<file path="src/rtl/multilane_deserializer_pkg.sv">
// Shared types and constants for the multi-lane frame deserializer.
package deser_pkg;

    typedef enum logic {
        HUNT  = 1'b0,
        SHIFT = 1'b1
    } deser_state_t;

    localparam int DESER_LANES      = 4;
    localparam int DESER_FRAME_BITS = 128;

    // LSB position of a lane's slice inside the flattened frame word.
    function automatic int lane_slice(input int lane, input int frame_bits);
        return lane * frame_bits;
    endfunction

endpackage

</file>
<file path="src/rtl/multilane_deserializer_if.sv">
// Output frame handshake bundle; frame_parity exists only with DESER_PARITY_EN.
interface deser_out_if #(
    parameter int LANES      = 4,
    parameter int FRAME_BITS = 128
) ();
    logic [LANES*FRAME_BITS-1:0] frame_data;
    logic                        frame_valid;
    logic                        frame_ready;
`ifdef DESER_PARITY_EN
    logic [LANES-1:0]            frame_parity;

    modport master (output frame_data, output frame_valid, output frame_parity, input frame_ready);
    modport slave  (input frame_data, input frame_valid, input frame_parity, output frame_ready);
`else
    modport master (output frame_data, output frame_valid, input frame_ready);
    modport slave  (input frame_data, input frame_valid, output frame_ready);
`endif
endinterface

</file>
<file path="src/rtl/multilane_deserializer_lane.sv">
// One lane's shift register with direction select, clear/complete and optional
// parity accumulator (DESER_PARITY_EN). candidate is the register value including this bit.
module deser_lane #(
    parameter int FRAME_BITS = 128
) (
    input  logic                  clk,
    input  logic                  reset_n,
    input  logic                  clear,
    input  logic                  shift,
    input  logic                  complete,
    input  logic                  msb_first,
    input  logic                  bit_in,
`ifdef DESER_PARITY_EN
    output logic                  parity_cand,
`endif
    output logic [FRAME_BITS-1:0] candidate
);

    logic [FRAME_BITS-1:0] sr_q, sr_d, base;

    always_comb begin
        base = clear ? '0 : sr_q;
        candidate = msb_first ? {base[FRAME_BITS-2:0], bit_in}
                              : {bit_in, base[FRAME_BITS-1:1]};
        sr_d = base;
        if (complete)   sr_d = '0;
        else if (shift) sr_d = candidate;
    end

    always_ff @(posedge clk) begin
        if (!reset_n) sr_q <= '0;
        else          sr_q <= sr_d;
    end

`ifdef DESER_PARITY_EN
    logic par_q, par_d, par_base;

    always_comb begin
        par_base    = clear ? 1'b0 : par_q;
        parity_cand = par_base ^ bit_in;
        par_d       = par_base;
        if (complete)   par_d = 1'b0;
        else if (shift) par_d = parity_cand;
    end

    always_ff @(posedge clk) begin
        if (!reset_n) par_q <= 1'b0;
        else          par_q <= par_d;
    end
`endif

endmodule

</file>
<file path="src/rtl/multilane_deserializer.sv">
// Multi-lane deserializer: frame FSM, bit counter, output register, handshake, sticky overflow.
// Optional per-lane frame parity output enabled by DESER_PARITY_EN.
module multilane_deserializer
    import deser_pkg::*;
#(
    parameter int LANES      = DESER_LANES,
    parameter int FRAME_BITS = DESER_FRAME_BITS,
    localparam int CNT_W     = $clog2(FRAME_BITS)
) (
    input  logic             clk,
    input  logic             reset_n,
    input  logic             shift_en,
    input  logic [LANES-1:0] lane_in,
    input  logic             frame_sync,
    input  logic             msb_first,
    output logic             overflow,
    input  logic             overflow_clr,
    output logic [CNT_W-1:0] bit_count,
    deser_out_if.master      out_if
);

    localparam logic [CNT_W-1:0] LAST_BIT = CNT_W'(FRAME_BITS - 1);

    deser_state_t                state_q, state_d;
    logic [CNT_W-1:0]            cnt_q, cnt_d;
    logic                        order_q, order_d;
    logic [LANES*FRAME_BITS-1:0] data_q, data_d, cand;
    logic                        valid_q, valid_d;
    logic                        ovf_q, ovf_d;
    logic                        clear, shift, complete, bit0, dir, drop;

    always_comb begin
        state_d  = state_q;
        cnt_d    = cnt_q;
        clear    = 1'b0;
        shift    = 1'b0;
        complete = 1'b0;
        if (frame_sync) begin
            state_d = SHIFT;
            clear   = 1'b1;
            shift   = shift_en;
            cnt_d   = shift_en ? CNT_W'(1) : '0;
        end else if (state_q == SHIFT && shift_en) begin
            shift = 1'b1;
            if (cnt_q == LAST_BIT) begin
                complete = 1'b1;
                cnt_d    = '0;
            end else begin
                cnt_d = cnt_q + CNT_W'(1);
            end
        end
        // Bit order is captured on bit 0 and held for the rest of the frame.
        bit0    = shift && (clear || cnt_q == '0);
        dir     = bit0 ? msb_first : order_q;
        order_d = dir;
    end

    always_comb begin
        data_d  = data_q;
        valid_d = valid_q;
        drop    = 1'b0;
        if (complete) begin
            if (!valid_q || out_if.frame_ready) begin
                data_d  = cand;
                valid_d = 1'b1;
            end else begin
                drop = 1'b1;
            end
        end else if (valid_q && out_if.frame_ready) begin
            valid_d = 1'b0;
        end
        ovf_d = ovf_q;
        if (drop)              ovf_d = 1'b1;
        else if (overflow_clr) ovf_d = 1'b0;
    end

    always_ff @(posedge clk) begin
        if (!reset_n) begin
            state_q <= HUNT;
            cnt_q   <= '0;
            order_q <= 1'b1;
            data_q  <= '0;
            valid_q <= 1'b0;
            ovf_q   <= 1'b0;
        end else begin
            state_q <= state_d;
            cnt_q   <= cnt_d;
            order_q <= order_d;
            data_q  <= data_d;
            valid_q <= valid_d;
            ovf_q   <= ovf_d;
        end
    end

`ifdef DESER_PARITY_EN
    logic [LANES-1:0] par_cand, par_q, par_d;

    always_comb begin
        par_d = par_q;
        if (complete && (!valid_q || out_if.frame_ready)) par_d = par_cand;
    end

    always_ff @(posedge clk) begin
        if (!reset_n) par_q <= '0;
        else          par_q <= par_d;
    end

    assign out_if.frame_parity = par_q;
`endif

    for (genvar gi = 0; gi < LANES; gi++) begin : g_lane
        localparam int LSB = lane_slice(gi, FRAME_BITS);
        deser_lane #(.FRAME_BITS(FRAME_BITS)) u_lane (
            .clk         (clk),
            .reset_n     (reset_n),
            .clear       (clear),
            .shift       (shift),
            .complete    (complete),
            .msb_first   (dir),
            .bit_in      (lane_in[gi]),
`ifdef DESER_PARITY_EN
            .parity_cand (par_cand[gi]),
`endif
            .candidate   (cand[LSB +: FRAME_BITS])
        );
    end

    assign out_if.frame_data  = data_q;
    assign out_if.frame_valid = valid_q;
    assign overflow           = ovf_q;
    assign bit_count          = cnt_q;

endmodule

</file>
<file path="src/flat_wrapper.sv">
// flat-port wrapper written by rule: the top's interface ports become plain ports
module multilane_deserializer_flat import deser_pkg::*;
#(
    parameter int LANES      = DESER_LANES,
    parameter int FRAME_BITS = DESER_FRAME_BITS,
    localparam int CNT_W     = $clog2(FRAME_BITS)
)
  (clk, reset_n, shift_en, lane_in, frame_sync, msb_first, overflow, overflow_clr, bit_count, out_if_frame_data, out_if_frame_valid, out_if_frame_ready);
  deser_out_if #(.LANES(LANES), .FRAME_BITS(FRAME_BITS)) out_if_i ();
  input  logic clk;
  input  logic reset_n;
  input  logic shift_en;
  input  logic [LANES-1:0] lane_in;
  input  logic frame_sync;
  input  logic msb_first;
  output logic overflow;
  input  logic overflow_clr;
  output logic [CNT_W-1:0] bit_count;
  output wire logic [$bits(out_if_i.frame_data)-1:0] out_if_frame_data;
  output wire logic [$bits(out_if_i.frame_valid)-1:0] out_if_frame_valid;
  input wire logic [$bits(out_if_i.frame_ready)-1:0] out_if_frame_ready;
  assign out_if_frame_data = out_if_i.frame_data;
  assign out_if_frame_valid = out_if_i.frame_valid;
  assign out_if_i.frame_ready = out_if_frame_ready;
  multilane_deserializer #(.LANES(LANES), .FRAME_BITS(FRAME_BITS)) u_core (.clk(clk), .reset_n(reset_n), .shift_en(shift_en), .lane_in(lane_in), .frame_sync(frame_sync), .msb_first(msb_first), .overflow(overflow), .overflow_clr(overflow_clr), .bit_count(bit_count), .out_if(out_if_i));
endmodule
</file>
<file path="config.mk">
export PLATFORM = sky130hd
export DESIGN_NAME = multilane_deserializer_flat
export DESIGN_NICKNAME = d
export VERILOG_FILES = /design/src/rtl/multilane_deserializer_pkg.sv /design/src/rtl/multilane_deserializer_if.sv /design/src/rtl/multilane_deserializer_lane.sv /design/src/rtl/multilane_deserializer.sv /design/src/flat_wrapper.sv
export SDC_FILE = /design/constraint.sdc
export NUM_CORES = 2
export LEC_CHECK = 0
export CORE_ASPECT_RATIO = 1.5
export CORE_MARGIN = 5
export CORE_UTILIZATION = 35
export CTS_CLUSTER_DIAMETER = 80
export DETAILED_ROUTE_END_ITERATION = 8
export DONT_BUFFER_PORTS = 1
export GPL_ROUTABILITY_DRIVEN = 0
export PLACE_DENSITY = 0.58
export SYNTH_ARGS = -nofsm -noshare
export SYNTH_HDL_FRONTEND = slang
export SYNTH_SLANG_ARGS = --single-unit
export TNS_END_PERCENT = 20
</file>
<file path="constraint.sdc">
create_clock -name clk -period 2 [get_ports clk]
set_input_delay 0.5 -clock clk [delete_from_list [all_inputs] [get_ports clk]]
set_output_delay 0.5 -clock clk [all_outputs]
set_load 0.01 [all_outputs]
</file>
==> flow_summary.yaml <==
die:
  die_w_um: 310
  dieArea_um2: 143000
  rows: 165
  ioPinCount: 532
  core_area_um2: 135000
  die_h_um: 460
  initial_utilization: 0.351
power_and_ir_drop:
  cellInternalPower_uw: 33700
  seq_power_share: 0.452
  p_sw_uw: 11800
  power_per_cell_area_nw_per_um2: 795
  peakVddDrop_uv: 699
  p_clk_frac: 0.459
  swShare: 0.260
  p_leak_uw: 0.0171
  power.share.combinational: 0.089
logic_synthesis:
  synth_edf_count: 0
  yosysSeqAreaShare: 0.438
  synth_cell_types: 45
  synth_area_leaders: "dfxtp_1 44%, o211ai_1 32%, nand2_1 8.2%"
  synth_ff_type: "dfxtp_1"
  synth_top_area_share: 0.438
  syn_area_per_cell_um2: 8.67
  syn_inst: 5450
  synth_area_um2: 47300
  async_reset_ff_frac: 0
  yosysWarnings: 0
  yosysTopAreaCell: "dfxtp_1"
  synth-seq-cells: 1035
  syn_nets: 5463
sta:
  worst_clock_skew_ps: 16.8
  finalSetupViolCount: 1025
  hold_viol_final: 1
  relSlewSlack: -0.180
  timing.hold.ws_ps: -0.808
  clock.fmax_mhz: 366
  min_period_ps: 2740
  tightest_slew_ps: 1770
  finalCritPeriodShare: 1.37
  rsz0062_at_grt: "yes"
  slew_violations: 131
  setup_ws_ps: -735
worst_setup_path:
  crit_arrival_ps: 3390
  regToRegStartpoint: "u_core.bit_count[1]"
  reg2reg_depth: 9
  reg2reg_slack_ps: -150
  crit_fanout: 492
  r2r-end: "u_core.g_lane[2].u_lane.sr_q[43]"
  cp_data_required_time_ps: 2660
  start_kind: "input port"
  critical_path_class: "input port to flop"
  cp-end-kind: "flop"
global_route:
  grt_first_pass_wirelength_um: 282000
  grt_pass1_vias: 43949
  antenna_found_initial: 3
  grt_max_degree: 522
  overflow: 0
  grt_usage: 0.247
hold_path:
  min_path_type: "input port to flop"
  min_delay_path_depth: 2
  hp-start: "frame_sync"
  hold_end: "u_core.out_if.frame_data[164]"
detailed_routing:
  wl_per_cell_um: 26.6
  vias: 45921
  drc: 0
  ant_nets: 0
  wl_um: 191000
  dr.pass1.iters: 6
  viasPerCell: 6.41
  drt_iter0_drc: 3839
run_status:
  violations: "hold timing, slew limit, setup timing"
  status: "finished with violations"
cts:
  clk_path_buf_depth: 3
  cts_tree: "done"
  h-tree-depth: 3
  clkLatencyLatePin_ps: 740
  clkSinkCount: 1035
  numCtsBuffers: 106
  clkTransAtPathRegs_ps: 60
  cts_root_buf: "clkbuf_16"
finish:
  layout-drive-gt1-share: 0.136
  utilization: 0.426
  layout_commonest_cell: "o211ai_1"
  layout_common_cells: "1986 x o211ai_1, 1033 x dfxtp_1, 1015 x nand2_1"
  final_nets: 5338
  area_growth_pct: 21.3
  final_area_um2: 57300
placed_design:
  io_buffers: 0
  place.detailed.hpwl_um: 118000
  place_area_um2: 51200
flow_run:
  max_cap_violations: 0
## cell families after synthesis
logic type | synth area share
DFF | 0.438
and+or+nand+nor | 0.158
xor gates and xnor gates | 0.000371
adders and majority gates | 0.000529
AOI/OAI and AO/OA | 0.330
muxes | 0.00191
buffers and inverters | 0.0709
## routing by layer
metal / track usage / routed length, µm / vias to the layer above
met4: 0.0858 / 6700 / 4
met3: 0.0775 / 18300 / 310
met2: 0.409 / 90900 / 1851
li1: - / - / 20984
met1: 0.305 / 74800 / 22772
met5: 0 / 31 / -
## registers in the layout, summed over array words and instances, names as in the netlist
signal,flops
u_core.g_lane.u_lane.sr_q,512
u_core.state_q,1
u_core.order_q,1
u_core.out_if.frame_valid,1
u_core.overflow,1
u_core.bit_count,7
u_core.out_if.frame_data,512
## how the worst max path moves through the flow
stage	start	to
5_1_grt	u_core.bit_count[1]	u_core.out_if.frame_data[314]
4_1_cts	u_core.bit_count[0]	u_core.g_lane[1].u_lane.sr_q[109]
6_report	frame_sync	u_core.g_lane[1].u_lane.sr_q[61]
3_3_place_gp	frame_sync	u_core.out_if.frame_data[308]
2_1_floorplan	u_core.bit_count[0]	u_core.out_if.frame_data[409]
3_5_place_dp	frame_sync	u_core.out_if.frame_data[274]
## power by group through the flow
stage / Clock, µW / Combinational, µW / Sequential (µW)
after global placement: 0 / 3320 / 21100
after detailed placement: 0 / 3320 / 21100
after floorplan: 0 / 1970 / 21100
after global routing: 22100 / 4230 / 20600
final: 20900 / 4040 / 20600
after CTS: 21400 / 3690 / 20600
## synthesized netlist by cell type, types with 9 or more instances
library cell / n
dfxtp_1: 1035
mux2i_1: 9
or3_1: 9
nand2b_1: 12
o211ai_1: 1986
nand4_1: 511
clkbuf_1: 330
o21bai_1: 9
buf_2: 358
nand2_1: 1032
buf_1: 33
o211ai_2: 20
and2_1: 10
buf_6: 11
o311a_1: 17
## metrics by stage
step           std cells  setup slack [ps]  total power, µW  hold WS [ps]  TNS, ps
2_1_floorplan       5450            -0.298            23100           465    -2.98
3_5_place_dp        6859              -222            24400           472   -92050
5_1_grt             7168              -226            47000         -32.0  -147280
6_report            7168              -735            45600        -0.808  -604770
4_1_cts             7123             -88.0            45700         -83.5   -19370
3_3_place_gp        6859              -245            24400           470  -121040
## worst max-delay path, stage by stage
cell,delay [ps]
nand4b_1,650
buf_4,210
a21oi_4,140
buf_12,130
buf_12,120
buf_12,100
buf_16,130
buf_12,120
buf_16,150
nand2_1,90
o211ai_1,170
## timing repair
item	4_1_cts	5_1_grt
setup endpoints to repair	1002	1023
endpoints found under the hold margin	260	30
resized for setup	73	39
buffers inserted	41	13
hold buffers	7	1
pin swaps	34	35
gates cloned	20	32
## cell type report
type,instances,area (µm²)
repair buffers,506,7430
fillers,13000,77300
clock inverters,44,513
multi-input cells,3673,23300
flip-flops and latches,1035,20700
clock buffers,153,3120
inverters,3,11.3
diodes,1,2.50
well taps,1753,2190
Note: power is estimated with default switching activity, not from simulation.
